[config.mk]
export PLATFORM = sky130hd
export DESIGN_NAME = keypad_letter_decoder
export DESIGN_NICKNAME = d
export VERILOG_FILES = /design/src/rtl/keypad_letter_decoder.sv
export SDC_FILE = /design/constraint.sdc
export NUM_CORES = 1
export LEC_CHECK = 0
export CAP_MARGIN = 20
export CORE_MARGIN = 5
export CORE_UTILIZATION = 55
export DETAILED_ROUTE_END_ITERATION = 12
export PLACE_DENSITY = 0.78
export SYNTH_ARGS = -nofsm -noshare
export SYNTH_HDL_FRONTEND = slang
export SYNTH_SLANG_ARGS = --single-unit
[constraint.sdc]
create_clock -name clk -period 3.57 [get_ports clk]
set_input_delay 0.357 -clock clk [delete_from_list [all_inputs] [get_ports clk]]
set_output_delay 0.357 -clock clk [all_outputs]
set_load 0.02 [all_outputs]
[src/rtl/keypad_letter_decoder.sv]
// keypad_letter_decoder: multi-tap keypad to ASCII letter decoder; optional idle auto-commit under KEYPAD_DECODE_TIMEOUT_EN
module keypad_letter_decoder #(
  parameter int TIMEOUT_CYCLES = 10_000_000
) (
  input  logic       clk,
  input  logic       rst,
  input  logic [7:0] cur_key,
  input  logic       strobe,
  output logic [7:0] pending_letter,
  output logic       pending_valid,
  output logic [7:0] letter,
  output logic       letter_valid,
  output logic       clear
);
  typedef enum logic {IDLE, TAP} state_t;
  state_t     state;
  logic [3:0] pend_digit;
  logic [1:0] tap_idx;
  function automatic logic one_hot(input logic [3:0] v);
    return (v != 4'd0) && ((v & (v - 4'd1)) == 4'd0);
  endfunction
  function automatic logic [1:0] enc(input logic [3:0] v);
    return {v[3] | v[2], v[3] | v[1]};
  endfunction
  function automatic logic [7:0] base_of(input logic [3:0] d);
    return 8'd59 + 8'd3 * {4'd0, d} + {7'd0, d >= 4'd8};
  endfunction
  logic [3:0] row, col;
  logic [1:0] r_idx, c_idx, nidx;
  logic [3:0] digit;
  logic       key_ok, is_letter, is_hash, is_star, same_key, pend_wrap;
  logic [7:0] key_base, pend_base;
  assign row       = cur_key[7:4];
  assign col       = cur_key[3:0];
  assign r_idx     = enc(row);
  assign c_idx     = enc(col);
  assign key_ok    = strobe && one_hot(row) && one_hot(col);
  assign is_letter = key_ok && r_idx != 2'd3 && c_idx != 2'd3 && !(r_idx == 2'd0 && c_idx == 2'd0);
  assign is_hash   = key_ok && row[3] && col[2];
  assign is_star   = key_ok && row[3] && col[0];
  assign digit     = {2'd0, r_idx} * 4'd3 + {2'd0, c_idx} + 4'd1;
  assign key_base  = base_of(digit);
  assign pend_base = base_of(pend_digit);
  assign same_key  = digit == pend_digit;
  assign pend_wrap = tap_idx == ((pend_digit == 4'd7 || pend_digit == 4'd9) ? 2'd3 : 2'd2);
  assign nidx      = pend_wrap ? 2'd0 : tap_idx + 2'd1;
  if (TIMEOUT_CYCLES < 2) begin : g_bad_timeout
    $error("TIMEOUT_CYCLES must be at least 2");
  end
`ifdef KEYPAD_DECODE_TIMEOUT_EN
  localparam int TW = $clog2(TIMEOUT_CYCLES);
  logic [TW-1:0] timer;
  logic          expired;
  assign expired = timer == TW'(TIMEOUT_CYCLES - 1);
`else
  logic expired;
  assign expired = 1'b0;
`endif
  // tap sequencing: load/advance the pending letter, commit on #, new key or idle timeout, discard on *
  always_ff @(posedge clk or posedge rst) begin
    if (rst) begin
      state          <= IDLE;
      pend_digit     <= 4'd0;
      tap_idx        <= 2'd0;
      pending_letter <= 8'h00;
      pending_valid  <= 1'b0;
      letter         <= 8'h00;
      letter_valid   <= 1'b0;
      clear          <= 1'b0;
`ifdef KEYPAD_DECODE_TIMEOUT_EN
      timer          <= '0;
`endif
    end else begin
      letter_valid <= 1'b0;
      clear        <= 1'b0;
`ifdef KEYPAD_DECODE_TIMEOUT_EN
      if (state == TAP && timer != '1) timer <= timer + 1'b1;
      if (is_letter) timer <= '0;
`endif
      if (state == IDLE) begin
        if (is_letter) begin
          state          <= TAP;
          pend_digit     <= digit;
          tap_idx        <= 2'd0;
          pending_letter <= key_base;
          pending_valid  <= 1'b1;
        end
      end else if (is_letter && same_key) begin
        tap_idx        <= nidx;
        pending_letter <= pend_base + {6'd0, nidx};
      end else if (is_letter) begin
        letter         <= pending_letter;
        letter_valid   <= 1'b1;
        pend_digit     <= digit;
        tap_idx        <= 2'd0;
        pending_letter <= key_base;
      end else if (is_hash || is_star || expired) begin
        letter         <= is_star ? letter : pending_letter;
        letter_valid   <= !is_star;
        clear          <= is_star;
        state          <= IDLE;
        tap_idx        <= 2'd0;
        pending_letter <= 8'h00;
        pending_valid  <= 1'b0;
      end
    end
  end
endmodule

==> flow_metrics.tcl, run 1 <==
set metrics [dict create \
    cts_made_buffers 3 \
    swShare 0.3956 \
    synth_edf_count 0 \
    r2r-end "pending_letter[5]" \
    required_ns 3.70 \
    place_hpwl_um 3749 \
    synthMuxAreaShare 0.09302 \
    fin_nets 307 \
    syn-cell-area_um2 2152 \
    antennaDiodeCount 0 \
    gr-usage-all-layers 0.1878 \
    die_w_um 72.55 \
    worstSetupStartpointType "input pin" \
    status "completed" \
    power_frac_seq 0.282 \
    syn_area_per_cell_um2 10.45 \
    worstRegToRegCells 13 \
    final-setup-viol-count 0 \
    switchingPower_mw 0.5137 \
    grt-ovfl-total 0 \
    grt_max_degree 27 \
    cts_setup_buffers 0 \
    ant_nets 0 \
    synth_area_leaders "dfrtp_1, ha_1, fa_1" \
    rows 22 \
    leakage_nw 1.416 \
    gp_congestion 0.8062 \
    placeableCoreArea_um2 3716 \
    synth_top_area_frac 0.3023 \
    synth_compound_area_frac 0.1605 \
    cts.sinks 26 \
    routedWlPerCell_um 15.77 \
    syn_to_final_growth_pct 30.58 \
    p_clk_frac 0.123 \
    wirelength_um 4840 \
    drive_above_1_share 0.2162 \
    layout_common_cells "clkdlybuf4s50_1, dfrtp_1, ha_1" \
    cp.arrival_ns 3.59 \
    initial_core_util 0.5791 \
    n_fill_cell 260 \
    grt_pass1_wl_um 7914 \
    rrSetupSlack_ns 0.26 \
    regArea_um2 650.6 \
    rr_startpoint "pend_digit[2]" \
    io_pins 30 \
    hold_path.class "in -> async" \
    path_class "in -> reg" \
    drt_iter0_drc 130 \
    cts_tree "done" \
    root_buffer "clkbuf_8" \
    cap_viol_max_count 0 \
    worstSkewPairLatency_ns 0.27 \
    drt_pass1_iterations 4 \
    grt_pass1_vias 1699 \
    io_buffers 29 \
    synth_xor_area_frac 0.05930 \
    ys_dominant_reg_cell "dfrtp_1" \
    cts_hold_buf 0 \
    finalPower_mw 1.299 \
    post-route-drc-count 0 \
    maxSlewViolCount 0 \
    rsz0062_at_grt "yes" \
    slew_headroom 0.4157 \
    hold_violations 0 \
    power.internal_mw 0.7850 \
    routed_via_density 5.583 \
    multiInputGateArea_um2 1440 \
    ir_worst_vdd_mv 0.3619 \
    ys_warn_count 0 \
    synth_nets 252 \
    yosysUniqueCellTypes 49 \
    ys_seq_area_frac 0.3023 \
    finalCriticalPeriod_ns 3.463 \
    htreeDepth 1 \
    antenna_found_initial 0 \
    postLayoutCoreUtil 0.7562 \
    layout.cells.most_common "clkdlybuf4s50_1" \
    fin_ws_ns 0.1071 \
    powerDensity_nw_per_um2 462.1 \
    vias 1714 \
    cts_buffer_depth 2 \
    worstMarginPinSlew_ns 0.8756 \
    fmaxAchievable_ghz 0.2888 \
    clock_skew_ns 0.001959 \
    ys_seq_elements 26 \
    async_reset_ff_frac 1.000 \
    synth_top_family_by_area "adder cells" \
    combPwrFrac 0.594 \
    path_clk_slew_ns 0.08 \
    period_share 0.9700 \
    die_h_um 72.55 \
    synthSimpleGateAreaFrac 0.1006 \
    yosys.area.top_type "dfrtp_1" \
    die_area_um2 5264 \
    cp_max_fo 2 \
    synthAdderAreaFrac 0.2244 \
    end_kind "flip-flop" \
    place_ws_ns -0.5056 \
    synthCells 206 \
]
## state kept, by name, indices dropped and copies added, names as in the netlist
signal and cells:
state 1, pend_digit 4, letter_valid 1, clear 1, pending_valid 1, letter 8, tap_idx 2, pending_letter 8
## worst max-delay path, stage by stage
cell and delay, ns:
clkdlybuf4s50_1 0.42, or2_4 0.24, inv_1 0.06, ha_1 0.25, ha_4 0.23, fa_1 0.42, xor2_1 0.17, buf_4 0.14
ha_1 0.26, ha_1 0.30, o21ai_1 0.09, o21bai_1 0.10, or3_1 0.32, o211ai_1 0.12, o211ai_1 0.11
## per-layer routing
layer / GRT usage / wire, um / up-vias
met4: 0.05943 / 93 / 0
met1: 0.2726 / 2183 / 818
met3: 0.006925 / 190 / 9
met5: 0 / 0 / -
li1: - / - / 843
met2: 0.3026 / 2373 / 44
## worst max-delay path by stage
stage | end | slack, ns | cells after the start | from
after CTS | pending_letter[5] | 0.002 | 15 | cur_key[7]
after global placement | pending_letter[6] | -0.41 | 15 | cur_key[7]
final | pending_letter[5] | 0.11 | 15 | cur_key[6]
after global routing | pending_letter[6] | -0.06 | 15 | cur_key[6]
after detailed placement | pending_letter[6] | -0.51 | 15 | cur_key[7]
after floorplan | pending_letter[4] | 0.005 | 15 | cur_key[7]
## cell families (layout without fill, tap and decap cells)
kind of cell | after synthesis | after routing
AND/OR/NAND/NOR | 37 | 37
buffers and inverters | 30 | 83
multiplexers | 19 | 19
flip-flops | 26 | 26
adder cells (fa/ha/maj) | 35 | 35
AO/OA/AOI/OAI | 46 | 46
XOR/XNOR | 13 | 13
## repair_timing
action	in CTS	in global routing
resized for setup	7	11
setup endpoints to repair	4	5
pin swaps	1	4
## synthesized netlist by cell type (all sizes together), types with 2 or more instances
master	n
and4	2
o211ai	3
a21o	4
xor2	7
nor2	4
mux2	8
nand2	12
fa	6
and2	3
nor4b	2
ha	29
o2111ai	2
o211a	2
mux2i	11
o21bai	2
buf	4
o21ai	10
o31ai	2
xnor2	5
nand3	3
dfrtp	26
a21oi	11
or2	2
inv	25
and3	3
## stage by stage
stage                     instance area [um2]  cells  hold slack (ns)  setup TNS, ns
after floorplan                          2153    206           0.3970              0
after global placement                   2668    303           0.4822         -1.751
after detailed placement                 2668    303           0.4900         -2.556
after CTS                                2738    306           0.5119              0
after global routing                     2810    307           0.2880        -0.1254
final                                    2810    307           0.2757              0
## cell type report
type                    count  share of cell area
multi-input cells         150              0.5125
well taps                  48             0.02137
repair buffers             55              0.1866
inverters                  25             0.03339
clock buffers               3             0.01469
flip-flops and latches     26              0.2315
## power groups by stage
stage / logic, mW / clock network, mW / registers (mW)
6_report: 0.772 / 0.160 / 0.367
5_1_grt: 0.859 / 0.168 / 0.373
4_1_cts: 0.749 / 0.161 / 0.365
3_5_place_dp: 0.724 / 0 / 0.371
3_3_place_gp: 0.700 / 0 / 0.368
2_1_floorplan: 0.433 / 0 / 0.390
No activity file was read; power rests on OpenSTA's default activity.
==> inputs of run 2 (changes only) <==
--- a/config.mk
+++ b/config.mk
@@ -6,10 +6,12 @@
 export NUM_CORES = 1
 export LEC_CHECK = 0
 export CAP_MARGIN = 20
+export CORE_ASPECT_RATIO = 1.2
 export CORE_MARGIN = 5
-export CORE_UTILIZATION = 55
+export CORE_UTILIZATION = 53
 export DETAILED_ROUTE_END_ITERATION = 12
-export PLACE_DENSITY = 0.78
+export MAX_ROUTING_LAYER = met4
+export PLACE_DENSITY = 0.76
 export SYNTH_ARGS = -nofsm -noshare
 export SYNTH_HDL_FRONTEND = slang
 export SYNTH_SLANG_ARGS = --single-unit
==> flow_metrics.tcl, run 2 (synthesis gave the netlist of run 1 again) <==
set metrics [dict create \
    status "completed" \
    combPwrFrac 0.575 \
    switchingPower_mw 0.4944 \
    holdWs_ns 0.4975 \
    required_ns 3.71 \
    cts_buffer_depth 2 \
    worstSetupStartpointType "input pin" \
    tns_ns 0 \
    gr-usage-all-layers 0.1905 \
    fin_ws_ns 0.1122 \
    cts_tree "done" \
    rows 25 \
    use_met3 0.01549 \
    routed_via_density 5.372 \
    cts_made_buffers 3 \
    period_share 0.9686 \
    io_pins 30 \
    place_hpwl_um 3633 \
    powerDensity_nw_per_um2 463.8 \
    place_area_um2 2633 \
    placeableCoreArea_um2 3941 \
    htreeDepth 1 \
    gr-max-usage-layer "met2" \
    end_kind "flip-flop" \
    wirelength_um 4516 \
    layout.cells.most_common "clkdlybuf4s50_1" \
    grt_pass1_wl_um 7700 \
    place_ws_ns -0.4723 \
    ir_worst_vdd_mv 0.3356 \
    initial_core_util 0.5460 \
    worstSkewPairLatency_ns 0.27 \
    postLayoutCoreUtil 0.7073 \
    grt_use_met1 0.2398 \
    die_w_um 68.17 \
    final-setup-viol-count 0 \
    routedWlPerCell_um 14.61 \
    final_area_um2 2788 \
    swShare 0.3824 \
    fin_nets 302 \
    p_clk_frac 0.144 \
    syn_to_final_growth_pct 29.53 \
    cp_cell_sequence "clkdlybuf4s50_1 > or2_4 > inv_4 > ha_4 > ha_4 > fa_2 > inv_1 > ha_1 > inv_1 > fa_2 > a21o_1 > a21oi_2 > o211ai_1 > mux2i_1 > o21ai_1" \
    grt_pass1_vias 1631 \
    die_h_um 79.81 \
    antenna_found_initial 0 \
    gp_congestion 0.8279 \
    fmaxAchievable_ghz 0.2892 \
    cts_hold_buf 0 \
    layout_common_cells "clkdlybuf4s50_1, ha_1, dfrtp_1" \
    ant_nets 0 \
    hold_path.class "reg -> reg" \
    power_frac_seq 0.282 \
    finalCriticalPeriod_ns 3.458 \
    cts.sinks 26 \
    grt_max_degree 27 \
    maxSlewViolCount 0 \
    worstMarginPinSlew_ns 0.9294 \
    clock_skew_ns 0.005181 \
    slew_headroom 0.3797 \
    antennaDiodeCount 0 \
    root_buffer "clkbuf_8" \
    hold_violations 0 \
    path_class "in -> reg" \
    reg.largest.list "letter x8, pending_letter x8, pend_digit x4" \
    cp_max_fo 2 \
    cap_viol_max_count 0 \
    max_stage_delay_ns 0.57 \
    power.internal_mw 0.7986 \
    drt_iter0_drc 76 \
    io_buffers 29 \
    met2_usage 0.3144 \
    drive_above_1_share 0.2235 \
    cts_setup_buffers 0 \
    drt_pass1_iterations 4 \
    grt-ovfl-total 0 \
    die_area_um2 5440 \
    post-route-drc-count 0 \
    leakage_nw 1.387 \
    cp.arrival_ns 3.60 \
    critPathSlowestCell "fa_2" \
    vias 1660 \
    path_clk_slew_ns 0.09 \
]
[run 2: cell count changes in the layout (fill, tap and decap cells not counted), sizes merged]
cell,previous run,this run
buf,26,21
clkbuf,3,4
[run 2: layout make-up]
cell class,count,area [um2]
Tap cell,54,67.56
Sequential cell,26,651.9
Clock buffer,4,55.05
Timing Repair Buffer,50,454.2
Inverter,25,96.34
Multi-Input combinational cell,150,1463
Fill cell,287,1154
[run 2: worst paths after layout]
| check | start | end | slack [ns] | depth (start not counted) |
|---|---|---|---|---|
| worst max-delay path | cur_key[6] | pending_letter[6] | 0.11 | 15 |
| worst min-delay path | pending_valid | pending_valid | 0.50 | 1 |
| worst max register to register | pend_digit[2] | pending_letter[5] | 0.33 | 13 |
| worst min register to register | pending_valid | pending_valid | 0.50 | 1 |
| max in group asynchronous | rst | pend_digit[2] | 2.34 | 2 |
| min in group asynchronous | rst | pending_letter[7] | 0.60 | 2 |
[run 2: layer usage]
metal	vias up	share of wire
met5	-	0
met1	782	0.43
met2	47	0.50
met3	6	0.048
met4	0	0.019
li1	825	-
[run 2: power by group through the flow]
stage                     clock network (mW)  logic [mW]  registers [mW]
final                                  0.186       0.743           0.364
after global routing                   0.206       0.832           0.371
after CTS                              0.188       0.726           0.364
after detailed placement                   0       0.706           0.370
after global placement                     0       0.696           0.368
after floorplan                            0       0.433           0.390
[run 2: through the flow]
| step | power [mW] | std cells |
|---|---|---|
| after floorplan | 0.8239 | 206 |
| after detailed placement | 1.076 | 305 |
| final | 1.293 | 309 |
| after CTS | 1.278 | 309 |
| after global routing | 1.409 | 309 |
| after global placement | 1.064 | 305 |
[run 2: repair_timing]
| item | 4_1_cts | 5_1_grt |
|---|---|---|
| resized for setup | 8 | 17 |
| pin swaps | 1 | 8 |
| endpoints found under the setup margin | 3 | 4 |
[run 2: worst max-delay path: cells and delay by family]
kind / cells / cell delay [ns]
adder cells (fa/ha/maj): 5 / 1.58
AND/OR/NAND/NOR: 1 / 0.27
AO/OA/AOI/OAI: 4 / 0.57
buffers and inverters: 4 / 0.60
multiplexers: 1 / 0.21
